File: config.mk
export PLATFORM = sky130hd
export DESIGN_NAME = quiz_round_ctrl
export DESIGN_NICKNAME = d
export VERILOG_FILES = /design/src/rtl/quiz_pkg.sv /design/src/rtl/answer_timer.sv /design/src/rtl/quiz_round_ctrl.sv
export SDC_FILE = /design/constraint.sdc
export NUM_CORES = 1
export LEC_CHECK = 0
export ABC_AREA = 1
export CAP_MARGIN = 30
export CORE_ASPECT_RATIO = 0.9
export CORE_UTILIZATION = 50
export CTS_BUF_LIST = sky130_fd_sc_hd__clkbuf_2 sky130_fd_sc_hd__clkbuf_4 sky130_fd_sc_hd__clkbuf_8
export CTS_CLUSTER_SIZE = 12
export DETAILED_ROUTE_END_ITERATION = 7
export PLACE_DENSITY = 0.8
export SETUP_SLACK_MARGIN = 0.3
export SLEW_MARGIN = 40
export SYNTH_ARGS = -nofsm -noshare
export SYNTH_HDL_FRONTEND = slang
export SYNTH_SLANG_ARGS = --single-unit
File: constraint.sdc
create_clock -name CLK -period 2 [get_ports CLK]
set_input_delay 0.5 -clock CLK [delete_from_list [all_inputs] [get_ports CLK]]
set_output_delay 0.5 -clock CLK [all_outputs]
set_load 0.02 [all_outputs]
File: src/rtl/quiz_pkg.sv
// Shared types for the quiz round controller: state codes and judge result encodings.
package quiz_pkg;

    typedef enum logic [3:0] {
        ST_IDLE   = 4'd0,
        ST_START  = 4'd1,
        ST_ASK    = 4'd2,
        ST_ANSWER = 4'd3,
        ST_JUDGE  = 4'd4,
        ST_DAMAGE = 4'd5,
        ST_NEXT   = 4'd6,
        ST_CLEAR  = 4'd7,
        ST_OVER   = 4'd8
    } state_e;

    localparam logic [1:0] JUDG_NONE = 2'b00;
    localparam logic [1:0] JUDG_OK   = 2'b01;
    localparam logic [1:0] JUDG_NG   = 2'b10;

endpackage

File: src/rtl/answer_timer.sv
// Loadable down-counter for the per-question answer window; stops at zero.
module answer_timer #(
    parameter int TMR_W = 10
) (
    input  logic             clk,
    input  logic             rst,
    input  logic             load,
    input  logic [TMR_W-1:0] load_val,
    input  logic             dec,
    output logic [TMR_W-1:0] cnt,
    output logic             zero
);

    logic [TMR_W-1:0] cnt_q;
    logic [TMR_W-1:0] cnt_d;

    assign zero = (cnt_q == '0);
    assign cnt  = cnt_q;

    always_comb begin
        cnt_d = cnt_q;
        if (load) begin
            cnt_d = load_val;
        end else if (dec && !zero) begin
            cnt_d = cnt_q - TMR_W'(1);
        end
    end

    always_ff @(posedge clk) begin
        if (rst) begin
            cnt_q <= '0;
        end else begin
            cnt_q <= cnt_d;
        end
    end

endmodule

File: src/rtl/quiz_round_ctrl.sv
// Round controller for the factorization game: question sequencing, HP pool,
// correct-answer count and per-question answer timer.
//
// state  | meaning
// IDLE   | waiting for player ready
// START  | load HP, clear count
// ASK    | requesting a question from the generator
// ANSWER | answer window running
// JUDGE  | count a correct answer
// DAMAGE | take one hit point
// NEXT   | wait for judge/generator to release
// CLEAR  | round won, wait for OK
// OVER   | out of HP, wait for OK
module quiz_round_ctrl
    import quiz_pkg::*;
#(
    parameter int HP_W       = 2,
    parameter int NUM_Q      = 8,
    parameter int TIME_LIMIT = 1000,
    parameter int TMR_W      = 10
) (
    input  logic            CLK,
    input  logic            RST,
    input  logic            READY_IN,
    input  logic            OK_IN,
    input  logic [HP_W-1:0] HP_IN,
    input  logic            QUE_IN,
    input  logic [1:0]      JUDG_IN,
    input  logic            WRONG_IN,
    output logic            READY_OUT,
    output logic            QUE_REQ,
    output logic [3:0]      STATE,
    output logic [HP_W-1:0] HP_OUT,
    output logic [7:0]      Q_CNT,
    output logic [TMR_W-1:0] TMR_OUT,
    output logic            CLEAR_OUT,
    output logic            OVER_OUT
);

    localparam logic [7:0]       NUM_Q_C    = 8'(NUM_Q);
    localparam logic [TMR_W-1:0] TMR_RELOAD = TMR_W'(TIME_LIMIT - 1);

    state_e          state_q, state_d;
    logic [HP_W-1:0] hp_q, hp_d;
    logic [7:0]      q_cnt_q, q_cnt_d;
    logic [7:0]      q_cnt_inc;
    logic [HP_W-1:0] hp_dec;
    logic            tmr_load;
    logic            tmr_dec;
    logic            tmr_zero;

    assign q_cnt_inc = q_cnt_q + 8'd1;
    assign hp_dec    = (hp_q == '0) ? '0 : hp_q - HP_W'(1);

    always_comb begin
        state_d  = state_q;
        hp_d     = hp_q;
        q_cnt_d  = q_cnt_q;
        tmr_load = 1'b0;
        tmr_dec  = 1'b0;
        case (state_q)
            ST_IDLE: begin
                if (READY_IN) state_d = ST_START;
            end
            ST_START: begin
                hp_d    = HP_IN;
                q_cnt_d = '0;
                state_d = (HP_IN == '0) ? ST_OVER : ST_ASK;
            end
            ST_ASK: begin
                if (QUE_IN) begin
                    tmr_load = 1'b1;
                    state_d  = ST_ANSWER;
                end
            end
            ST_ANSWER: begin
                // A correct verdict beats both a forced penalty and a same-cycle timeout.
                tmr_dec = 1'b1;
                if (JUDG_IN == JUDG_OK) begin
                    state_d = ST_JUDGE;
                end else if (JUDG_IN[1] || WRONG_IN) begin
                    state_d = ST_DAMAGE;
                end else if (tmr_zero) begin
                    state_d = ST_DAMAGE;
                end
            end
            ST_JUDGE: begin
                q_cnt_d = q_cnt_inc;
                state_d = (q_cnt_inc == NUM_Q_C) ? ST_CLEAR : ST_NEXT;
            end
            ST_DAMAGE: begin
                hp_d    = hp_dec;
                state_d = (hp_dec == '0) ? ST_OVER : ST_NEXT;
            end
            ST_NEXT: begin
                if ((JUDG_IN == JUDG_NONE) && !QUE_IN) state_d = ST_ASK;
            end
            ST_CLEAR, ST_OVER: begin
                if (OK_IN) state_d = ST_IDLE;
            end
            default: state_d = ST_IDLE;
        endcase
    end

    always_ff @(posedge CLK) begin
        if (RST) begin
            state_q <= ST_IDLE;
            hp_q    <= '0;
            q_cnt_q <= '0;
        end else begin
            state_q <= state_d;
            hp_q    <= hp_d;
            q_cnt_q <= q_cnt_d;
        end
    end

    answer_timer #(
        .TMR_W(TMR_W)
    ) u_timer (
        .clk     (CLK),
        .rst     (RST),
        .load    (tmr_load),
        .load_val(TMR_RELOAD),
        .dec     (tmr_dec),
        .cnt     (TMR_OUT),
        .zero    (tmr_zero)
    );

    assign STATE     = state_q;
    assign READY_OUT = (state_q == ST_IDLE);
    assign QUE_REQ   = (state_q == ST_ASK);
    assign CLEAR_OUT = (state_q == ST_CLEAR);
    assign OVER_OUT  = (state_q == ST_OVER);
    assign HP_OUT    = hp_q;
    assign Q_CNT     = q_cnt_q;

endmodule

==> results.md <==
- Status: finished, final reports clean
- Simple-Gate Fraction of Synth Area: roughly 43%
- Sequential area share after synthesis: a little under a third
- Maxcap violations: 0
- Sink of the worst hold path: Q_CNT[0]$_SDFFE_PP0P_
- Netlist cell types: 32
- Top cell type's share of synthesized area: 30.40%
- Largest family of logic cells by synthesized area: simple AND/OR/NAND/NOR gates
- Critical Path RT: 1.50 ns
- Yosys reg bits: 24
- Number of nets in the layout: between 300 and 400
- Final Worst Setup Slack: around 0.3 ns
- Worst R2R Path Depth: 11
- DRT iter0 DRCs: around 130
- Most area-consuming cells after synthesis: dfxtp_1 (30%), nand2_1 (15%), nand3_1 (7.0%)
- Largest net degree at the start of global routing: 15
- Post-Syn Area: 1580 sq um
- Max Fclk: 588.5 MHz
- Top cell type by total area after synthesis: dfxtp_1
- Peak supply drop: 0.0006954 V
- Worst slew pin tran: ~0.28 ns
- CP endpoint kind: primary output
- Synthesized instance count: 246
- Final hold vios: 0
- R2R Path Start: u_timer.cnt[0]$_SDFFE_PP0P_
- Hold Crit Class: reg2reg
- EDFF count, synth: 0
- Synth Area in Adders: 1.584%
- Most common cell in the netlist: nand2_1
- Initial Util: 54.82%
- Diode count: 0
- Total CTS buffers: 3
- Yosys warnings: 0
- Share of cells above drive strength 1: a little over a fifth
- Hold Path Depth: 1
- Clk Latency, worst-skew pair: 0.32 ns
- Slew margin rel.: about four fifths
- CTS Hold Bufs: 0
- Setup TNS: 0 ns
- Crit path from: STATE[0]$_SDFFE_PP0P_
- First-pass GRT wire length: ~6400 um
- Core ar.: 2883 sq um
- Root Driver: clkbuf_4
- Port Buf Inserts: 37
- Sink Count: 24
- Die X-Extent: 61.26 um
- RSZ-0062 raised after global routing: true
- Die height: 55.34 um
- Pwr dens: 1061 nW/um^2
- Final Max Slew Viols: 0
- Startpoint types: flip-flop
- Drt total wl: 3914 um
- Residual DRC: 0
- Ys flop type: dfxtp_1
- H-tree depth: 1
- # IOs: 38
- Syn_area_per_cell: roughly 6.4 sq um
- GRT overflow: 0
- Commonest cells in the synthesized netlist: nand2_1 (62), inv_1 (28), dfxtp_1 (24), nor2_1 (23), nand3_1 (22)
- Vias/cell: 5.078
- Clk_skew: 0.01583 ns
- Total nets after synthesis: 258
- GR Util All Layers: 24.25%
- Row Count: 18
- Clk pin slew, worst setup/hold paths: about 0.15 ns
- Synth Area in Compound Gates: 14.17%
- Layout area overhead: 34.60%
- Period utilisation layout: 84.96%
- Critical Path AT: 1.20 ns
- Max FO, Critical Path: 6
- Hpwl dp: 2914 um
- Routed len/inst: roughly 12 um
- Setup WS pre-CTS: 0.1016 ns
- WS Path Type: reg2out
- Reg2reg end: STATE[3]$_SDFFE_PP0P_
- Antenna Nets Post-Route: 0
- R2r setup slk: approximately 0.41 ns
- Multiplexer area fraction after synthesis: 0%
- Synth Area in XOR/XNOR: 0%
- Setup-failing EPs final: 0
- TritonCTS clock tree: yes
- DIE AREA: about 3400 sq um
- Hold Crit Start: Q_CNT[0]$_SDFFE_PP0P_
- Gpl congestion: 0.8368
- Static leakage: between 1 and 1.5 nW
- Drt first pass iters: 4
- Initial antenna violation count: 0
- Fin crit period: 1.699 ns
- Worst-case clock buffer depth: 2
- Synth async-reset ratio: 0%
- Vias in the first global route: 1503
- Total number of vias: 1696
==> layout make-up <==
type | instances | area (sq um)
sequential | 24 | 499.2
clock buffer | 3 | 22.52
multi-input combinational | 179 | 960.9
clock inverter | 1 | 30.03
inverter | 40 | 155.1
timing repair buffer | 47 | 409.1
fill | 270 | 755.7
tap | 40 | 50.05
==> routing by layer <==
layer	part of all wire, %	routed length (um)	track usage, %	up-vias
met5	0	0	0	-
met4	0.87	34	4.221	0
met3	5.2	202	4.215	4
met2	45	1771	40.37	42
met1	49	1905	32.55	759
li1	-	-	-	891
==> state kept, by name, indices dropped and copies added, names as in the netlist <==
name / cells
u_timer.cnt: 10
Q_CNT: 8
STATE: 4
HP_OUT: 2
==> through the flow <==
| stage | hold slack (ns) | std cells | area [sq um] | power, mW | util, % |
|---|---|---|---|---|---|
| after CTS | 0.5029 | 331 | 2057 | 2.163 | 71.35 |
| final | 0.4951 | 334 | 2127 | 2.256 | 73.78 |
| after floorplan | 0.5544 | 246 | 1580 | 1.467 | - |
| after detailed placement | 0.4844 | 326 | 2023 | 1.845 | 70.18 |
| after global placement | 0.4769 | 326 | 2023 | 1.830 | 70.18 |
| after global routing | 0.5232 | 334 | 2127 | 2.431 | 73.78 |
==> kinds of logic after synthesis <==
kind of cell,Yosys count
AOI/OAI and AO/OA,39
adders and majority gates,2
buffers and inverters,43
DFF,24
and+or+nand+nor,138
==> placed cells by master, fill, tap and decap left out, types with 5 or more instances in the layout <==
cell	n
dfxtp_1	15
inv_2	7
dlygate4sd2_1	22
buf_4	11
nand3b_1	5
dfxtp_2	6
o21ai_0	10
nand3_1	22
clkdlybuf4s50_1	9
a21oi_1	18
inv_1	28
nand2_1	61
nand2_2	5
nor2_1	22
nor2_4	6
==> where the power goes <==
group          internal, mW  switching (mW)  total (mW)
logic                 0.458           0.757        1.21
registers             0.571           0.113       0.684
clock network         0.203           0.154       0.357
==> critical path, cell delays in order, from the launching register on <==
cell	delay [ns]
dfxtp_4	0.40
nor2_1	0.12
nand3_1	0.14
inv_1	0.08
buf_4	0.13
==> worst max path at each step <==
| stage | endpoint | slack, ns | cells after the start |
|---|---|---|---|
| 2_1_floorplan | u_timer.cnt[4]$_SDFFE_PP0P_ | 0.39 | 9 |
| 3_3_place_gp | u_timer.cnt[4]$_SDFFE_PP0P_ | 0.14 | 7 |
| 3_5_place_dp | CLEAR_OUT | 0.10 | 5 |
| 4_1_cts | CLEAR_OUT | 0.10 | 5 |
| 5_1_grt | OVER_OUT | 0.24 | 4 |
| 6_report | OVER_OUT | 0.30 | 4 |
==> what timing repair did <==
item / CTS / global route
pin swaps: 0 / 3
resized for setup: 48 / 23
setup buffers: 1 / 3
endpoints found under the setup margin: 28 / 17
(Power assumes the default switching activity.)
